### src/rtl/arb2_pkg.sv
// arb2_pkg: shared types and constants for the two-requester bus arbiter.
// Holds the FSM state encoding, owner indices and beat counter width.
package arb2_pkg;

    typedef enum logic [1:0] {
        IDLE = 2'b00,
        OWN0 = 2'b01,
        OWN1 = 2'b10
    } arb2_state_t;

    localparam logic OWNER_0 = 1'b0;
    localparam logic OWNER_1 = 1'b1;

    localparam int CNT_W = 8;

endpackage

### src/rtl/arb2_bus_ctrl_if.sv
// arb2_bus_ctrl_if: requester, downstream and status signals of the arbiter.
// slave = arbiter view, master = view of the masters/consumer around it.
interface arb2_bus_ctrl_if;

    logic        req0_valid;
    logic [31:0] req0_data;
    logic        req0_last;
    logic        req0_ready;
    logic        req1_valid;
    logic [31:0] req1_data;
    logic        req1_last;
    logic        req1_ready;
    logic        out_valid;
    logic [31:0] out_data;
    logic        out_last;
    logic        out_ready;
    logic [1:0]  grant;
    logic        busy;

    modport slave (
        input  req0_valid, req0_data, req0_last,
        input  req1_valid, req1_data, req1_last,
        input  out_ready,
        output req0_ready, req1_ready,
        output out_valid, out_data, out_last,
        output grant, busy
    );

    modport master (
        output req0_valid, req0_data, req0_last,
        output req1_valid, req1_data, req1_last,
        output out_ready,
        input  req0_ready, req1_ready,
        input  out_valid, out_data, out_last,
        input  grant, busy
    );

endinterface

### src/rtl/bit32_2to1mux.sv
// bit32_2to1mux: 32-bit 2:1 multiplexer.
// Ports: in0_i, in1_i data; sel_i select (1 = in1_i); out_o result.
module bit32_2to1mux (
    input  logic [31:0] in0_i,
    input  logic [31:0] in1_i,
    input  logic        sel_i,
    output logic [31:0] out_o
);

    assign out_o = sel_i ? in1_i : in0_i;

endmodule

### src/rtl/mux2to1.sv
// mux2to1: single-bit 2:1 multiplexer.
// Ports: in0_i, in1_i data; sel_i select (1 = in1_i); out_o result.
module mux2to1 (
    input  logic in0_i,
    input  logic in1_i,
    input  logic sel_i,
    output logic out_o
);

    assign out_o = sel_i ? in1_i : in0_i;

endmodule

### src/rtl/arb2_bus_ctrl.sv
// arb2_bus_ctrl: round-robin arbiter sharing one 32-bit bus between two
// burst masters. Ports: clk, rst_n (async, active low), bus (slave modport:
// req0/req1 valid/data/last/ready, out valid/data/last/ready, grant, busy).
// Optional macro ARB2_BURST_LIMIT_EN splits bursts after BURST_MAX beats.
module arb2_bus_ctrl
    import arb2_pkg::*;
#(
    parameter int BURST_MAX = 16
) (
    input  logic                  clk,
    input  logic                  rst_n,
    arb2_bus_ctrl_if.slave        bus
);

    if (BURST_MAX < 2 || BURST_MAX > (1 << CNT_W)) begin : g_bad_burst_max
        $error("arb2_bus_ctrl: BURST_MAX out of range 2..256");
    end

    arb2_state_t state_q, state_d;
    logic        last_owner_q, last_owner_d;

    logic        busy;
    logic        sel;
    logic        accept;
    logic        other_valid;
    logic        limit_hit;
    logic        release_own;
    logic        mux_valid;
    logic        mux_last;
    logic [31:0] mux_data;

    assign busy = (state_q != IDLE);
    assign sel  = state_q[1];

    bit32_2to1mux u_data_mux (
        .in0_i (bus.req0_data),
        .in1_i (bus.req1_data),
        .sel_i (sel),
        .out_o (mux_data)
    );

    mux2to1 u_valid_mux (
        .in0_i (bus.req0_valid),
        .in1_i (bus.req1_valid),
        .sel_i (sel),
        .out_o (mux_valid)
    );

    mux2to1 u_last_mux (
        .in0_i (bus.req0_last),
        .in1_i (bus.req1_last),
        .sel_i (sel),
        .out_o (mux_last)
    );

    // Gate with busy so IDLE presents an all-zero bus.
    assign bus.out_valid  = mux_valid & busy;
    assign bus.out_last   = mux_last & busy;
    assign bus.out_data   = mux_data & {32{busy}};
    assign bus.grant      = state_q;
    assign bus.busy       = busy;
    assign bus.req0_ready = (state_q == OWN0) & bus.out_ready;
    assign bus.req1_ready = (state_q == OWN1) & bus.out_ready;

    assign accept      = bus.out_valid & bus.out_ready;
    assign other_valid = sel ? bus.req0_valid : bus.req1_valid;

`ifdef ARB2_BURST_LIMIT_EN
    localparam logic [CNT_W-1:0] CNT_TOP = CNT_W'(BURST_MAX - 1);

    logic [CNT_W-1:0] cnt_q, cnt_d;

    // Saturating at CNT_TOP keeps every later beat eligible for a split.
    assign limit_hit = (cnt_q == CNT_TOP);

    always_comb begin
        cnt_d = cnt_q;
        if (state_d != state_q) begin
            cnt_d = '0;
        end else if (accept && !limit_hit) begin
            cnt_d = cnt_q + 1'b1;
        end
    end

    always_ff @(posedge clk or negedge rst_n) begin
        if (!rst_n) begin
            cnt_q <= '0;
        end else begin
            cnt_q <= cnt_d;
        end
    end
`else
    assign limit_hit = 1'b0;
`endif

    // A split only happens when someone is waiting; otherwise the owner keeps going.
    assign release_own = accept &
                         (bus.out_last | (limit_hit & other_valid));

    always_comb begin
        state_d      = state_q;
        last_owner_d = last_owner_q;
        unique case (state_q)
            IDLE: begin
                if (bus.req0_valid && bus.req1_valid) begin
                    state_d = (last_owner_q == OWNER_1) ? OWN0 : OWN1;
                end else if (bus.req0_valid) begin
                    state_d = OWN0;
                end else if (bus.req1_valid) begin
                    state_d = OWN1;
                end
            end
            OWN0, OWN1: begin
                if (release_own) begin
                    last_owner_d = sel;
                    if (other_valid) begin
                        state_d = sel ? OWN0 : OWN1;
                    end else begin
                        state_d = IDLE;
                    end
                end
            end
            default: state_d = IDLE;
        endcase
    end

    always_ff @(posedge clk or negedge rst_n) begin
        if (!rst_n) begin
            state_q      <= IDLE;
            last_owner_q <= OWNER_1;
        end else begin
            state_q      <= state_d;
            last_owner_q <= last_owner_d;
        end
    end

endmodule

### src/flat_wrapper.sv
// flat-port wrapper written by rule: the top's interface ports become plain ports
module arb2_bus_ctrl_flat import arb2_pkg::*;
#(
    parameter int BURST_MAX = 16
)
  (clk, rst_n, bus_req0_valid, bus_req0_data, bus_req0_last, bus_req1_valid, bus_req1_data, bus_req1_last, bus_out_ready, bus_req0_ready, bus_req1_ready, bus_out_valid, bus_out_data, bus_out_last, bus_grant, bus_busy);
  arb2_bus_ctrl_if bus_i ();
  input  logic clk;
  input  logic rst_n;
  input wire logic [$bits(bus_i.req0_valid)-1:0] bus_req0_valid;
  input wire logic [$bits(bus_i.req0_data)-1:0] bus_req0_data;
  input wire logic [$bits(bus_i.req0_last)-1:0] bus_req0_last;
  input wire logic [$bits(bus_i.req1_valid)-1:0] bus_req1_valid;
  input wire logic [$bits(bus_i.req1_data)-1:0] bus_req1_data;
  input wire logic [$bits(bus_i.req1_last)-1:0] bus_req1_last;
  input wire logic [$bits(bus_i.out_ready)-1:0] bus_out_ready;
  output wire logic [$bits(bus_i.req0_ready)-1:0] bus_req0_ready;
  output wire logic [$bits(bus_i.req1_ready)-1:0] bus_req1_ready;
  output wire logic [$bits(bus_i.out_valid)-1:0] bus_out_valid;
  output wire logic [$bits(bus_i.out_data)-1:0] bus_out_data;
  output wire logic [$bits(bus_i.out_last)-1:0] bus_out_last;
  output wire logic [$bits(bus_i.grant)-1:0] bus_grant;
  output wire logic [$bits(bus_i.busy)-1:0] bus_busy;
  assign bus_i.req0_valid = bus_req0_valid;
  assign bus_i.req0_data = bus_req0_data;
  assign bus_i.req0_last = bus_req0_last;
  assign bus_i.req1_valid = bus_req1_valid;
  assign bus_i.req1_data = bus_req1_data;
  assign bus_i.req1_last = bus_req1_last;
  assign bus_i.out_ready = bus_out_ready;
  assign bus_req0_ready = bus_i.req0_ready;
  assign bus_req1_ready = bus_i.req1_ready;
  assign bus_out_valid = bus_i.out_valid;
  assign bus_out_data = bus_i.out_data;
  assign bus_out_last = bus_i.out_last;
  assign bus_grant = bus_i.grant;
  assign bus_busy = bus_i.busy;
  arb2_bus_ctrl #(.BURST_MAX(BURST_MAX)) u_core (.clk(clk), .rst_n(rst_n), .bus(bus_i));
endmodule
### config.mk
export PLATFORM = sky130hd
export DESIGN_NAME = arb2_bus_ctrl_flat
export DESIGN_NICKNAME = d
export VERILOG_FILES = /design/src/rtl/arb2_pkg.sv /design/src/rtl/arb2_bus_ctrl_if.sv /design/src/rtl/bit32_2to1mux.sv /design/src/rtl/mux2to1.sv /design/src/rtl/arb2_bus_ctrl.sv /design/src/flat_wrapper.sv
export SDC_FILE = /design/constraint.sdc
export NUM_CORES = 1
export LEC_CHECK = 0
export ABC_AREA = 1
export CAP_MARGIN = 20
export CORE_MARGIN = 1
export CORE_UTILIZATION = 22
export DETAILED_ROUTE_END_ITERATION = 10
export HOLD_SLACK_MARGIN = 0.1
export PLACE_DENSITY = 0.89
export SETUP_SLACK_MARGIN = 0.5
export SLEW_MARGIN = 10
export SYNTH_ARGS = -nofsm -noshare
export SYNTH_HDL_FRONTEND = slang
export SYNTH_SLANG_ARGS = --single-unit
### constraint.sdc
create_clock -name clk -period 1.65 [get_ports clk]
set_clock_uncertainty 0.1 [all_clocks]
set_input_delay 0.165 -clock clk [delete_from_list [all_inputs] [get_ports clk]]
set_output_delay 0.165 -clock clk [all_outputs]
set_load 0.005 [all_outputs]
==> results of run 1 <==
worst reg2reg max path: cells and delay by family, from the launching register on:
| kind | cells | cell delay (ns) |
|---|---|---|
| buf+inv | 5 | 0.46 |
| simple gates | 5 | 0.36 |
| fa+ha+maj | 1 | 0.18 |
| flops | 1 | 0.40 |
path summary, 6_finish.rpt:
path,endpoint,startpoint,depth (start not counted)
max,bus_out_data[27],u_core.bus.grant[1],8
max in group asynchronous,u_core.last_owner_q,rst_n,2
min,u_core.last_owner_q,u_core.last_owner_q,2
min reg2reg,u_core.last_owner_q,u_core.last_owner_q,2
max reg2reg,u_core.bus.grant[0],u_core.bus.grant[1],11
min in group asynchronous,u_core.bus.grant[0],rst_n,2
final cells by class:
cell class,instances,area (um^2)
tap,46,57.6
fill,256,865
multi-input combinational,133,772
timing repair buffer,149,1410
clock buffer,4,26.3
timing repair inverter,7,96.3
inverter,11,56.3
sequential,3,77.6
what timing repair did:
| item | 4_1_cts | 5_1_grt |
|---|---|---|
| pin swaps | 30 | 17 |
| hold buffers | 1 | 0 |
| gates cloned | 7 | 1 |
| hold endpoints to repair | 2 | 0 |
| setup buffers | 21 | 4 |
| resized for setup | 225 | 26 |
| setup endpoints to repair | 42 | 42 |
metal layers:
layer	up-vias	part of all wire	track usage
met5	-	0	0
met4	0	0.0083	0.0508
met3	4	0.091	0.0378
met2	74	0.53	0.456
met1	708	0.37	0.239
li1	815	-	-
power by group:
part	leakage (nW)	total, mW	switching (mW)	internal [mW]
Combinational	1.16	3.86	1.80	2.06
Sequential	0.0348	0.143	0.0292	0.113
Clock	0.0150	0.127	0.0361	0.0905
state kept, by name, summed over array words and instances (netlist names):
register	flops
u_core.bus.grant	2
u_core.last_owner_q	1
synth_stat cells:
cell | n | area [um^2]
nand2_1 | 18 | 67.6
inv_2 | 1 | 3.75
buf_6 | 1 | 11.3
buf_2 | 4 | 20.0
dfrtp_1 | 2 | 50.1
nand3_1 | 8 | 40.0
a21oi_1 | 2 | 10.0
nand2_2 | 3 | 18.8
nor2_1 | 64 | 240
o21ai_1 | 1 | 5.00
clkbuf_1 | 5 | 18.8
buf_4 | 1 | 7.51
inv_1 | 10 | 37.5
o21ai_0 | 32 | 160
dfstp_2 | 1 | 26.3
nand4_2 | 1 | 12.5
ha_1 | 4 | 50.1
logic make-up (layout without fill, tap and decap cells):
group,count (synthesis),after routing,share of synthesized area
adder cells (fa/ha/maj),4,4,0.0642
AO/OA/AOI/OAI,35,35,0.225
flip-flops,3,3,0.0979
AND/OR/NAND/NOR,94,94,0.486
buffers and inverters,22,171,0.127
==> flow_summary_export.csv, run 1 <==
group,metric,value,unit
outcome,status,"complete, but fails checks",
outcome,violations,"setup timing",
power,cellLeakagePower,1.21,nW
timing,timing.fmax,567,MHz
timing,max_slew.worst_pin.slew,0.214,ns
logic_synthesis,postSynthAreaPerCell,4.93,um^2
timing,max_slew_margin,0.857,
timing,rsz0062_at_grt,"true",
worst_setup_path,crit_top_cell,"buf_12",
route,drtIter0Drc,49,
timing,fin_crit_sh,1.07,
layout,final_cell_area,0.00250,mm^2
global_routing,grt_antenna_before_repair,0,
layout,final-instance-count-excl-fill,353,
flow_run,maxCapViolCount,0,
layout,fin_nets,383,
layout,syn_to_final_growth,221,%
logic_synthesis,synth_warnings,0,
worst_setup_path,timing.critical_path.buf_inv,5,
floorplanning,dieArea,0.00379,mm^2
worst_setup_path,r2r_setup_slack,0.04,ns
route,drt_first_pass_iters,4,
timing,hold_viol_final,0,
floorplanning,die_h,61.5,um
placement,placed_cells,315,
worst_setup_path,crit_path_max_fanout,5,
clock_tree,worstSkewPairLatency,0.23,ns
logic_synthesis,synth_cell_type_count,17,
floorplanning,ios,110,
timing,setup_viol,20,
placement,io_buffers,109,
clock_tree,clockBufferDepth,2,
route,vias,1601,
timing,slew_violations,0,
power,ir_worst_vdd,1.24,mV
worst_setup_path,worstPathCellList,"inv_4 > ha_4 > buf_12 > buf_12 > clkinv_8 > o21ai_1 > nor2_1 > buf_2",
worst_setup_path,start_kind,"flip-flop",
layout,antenna_cells,0,
placement,place_ws,-0.155,ns
layout,final_util,0.743,
logic_synthesis,syn_nets,233,
placement,dpl.hpwl,2840,um
clock_tree,cts-root-buf,"clkbuf_4",
worst_setup_path,crit_slowest_cell,"dfrtp_2",
floorplanning,core,0.00336,mm^2
clock_tree,path_clk_slew,0.04,ns
global_routing,grt_pass1_wl,6460,um
global_routing,grt_max_degree,21,
layout,final_cell_mix,"70 x clkdlybuf4s50_1, 62 x nor2_1, 33 x buf_2, 26 x o21ai_2, 18 x buf_4",
clock_tree,cts_tree,"built",
logic_synthesis,ys_seq_elements,3,
clock_tree,clkSinkCount,3,
logic_synthesis,ys_seq_area_frac,0.0979,
worst_setup_path,path_class,"flip-flop to primary output",
timing,timing.final.ws_setup,-0.115,ns
layout,final_common_cell,"clkdlybuf4s50_1",
placement,routabilityCongestion,0.815,
min_path,hold_class,"flip-flop to flip-flop",
power,p_per_area,1650,mW/mm^2
worst_setup_path,cp.required,1.38,ns
layout,drive_gt1_frac,0.436,
worst_setup_path,critical_path.top_delay_family,"buffers and inverters",
logic_synthesis,netlist_area,779,um^2
route,via_per_inst,4.54,
route,ant_nets,0,
placement,placed_area,0.00200,mm^2
route,routed_wl,4700,um
power,total_power,4.13,mW
floorplanning,start_util,0.232,
clock_tree,htreeDepth,1,
worst_setup_path,arrival,1.50,ns
logic_synthesis,syn_inst,158,
worst_setup_path,cp-end-kind,"primary output",
route,drc,0,
timing,whs,0.361,ns
clock_tree,cts_buffers,3,
floorplanning,die_w,61.5,um
global_routing,grt_overflow,0,
timing,setup_tns,-1.12,ns
route,wire_per_inst,13.3,um
floorplanning,rows,21,
global_routing,grt_pass1_vias,1486,
worst_setup_path,slowest_delay,0.43,ns
global_routing,groute.usage.overall,0.226,
timing,period_needed,1.76,ns
(Power assumes the default switching activity.)
==> run 2, diff against run 1 <==
- CAP_MARGIN: 20 -> 30
- SLEW_MARGIN: 10 -> unset
==> results of run 2 <==
The final DEF is identical to that of run 1; final timing and power are the same.
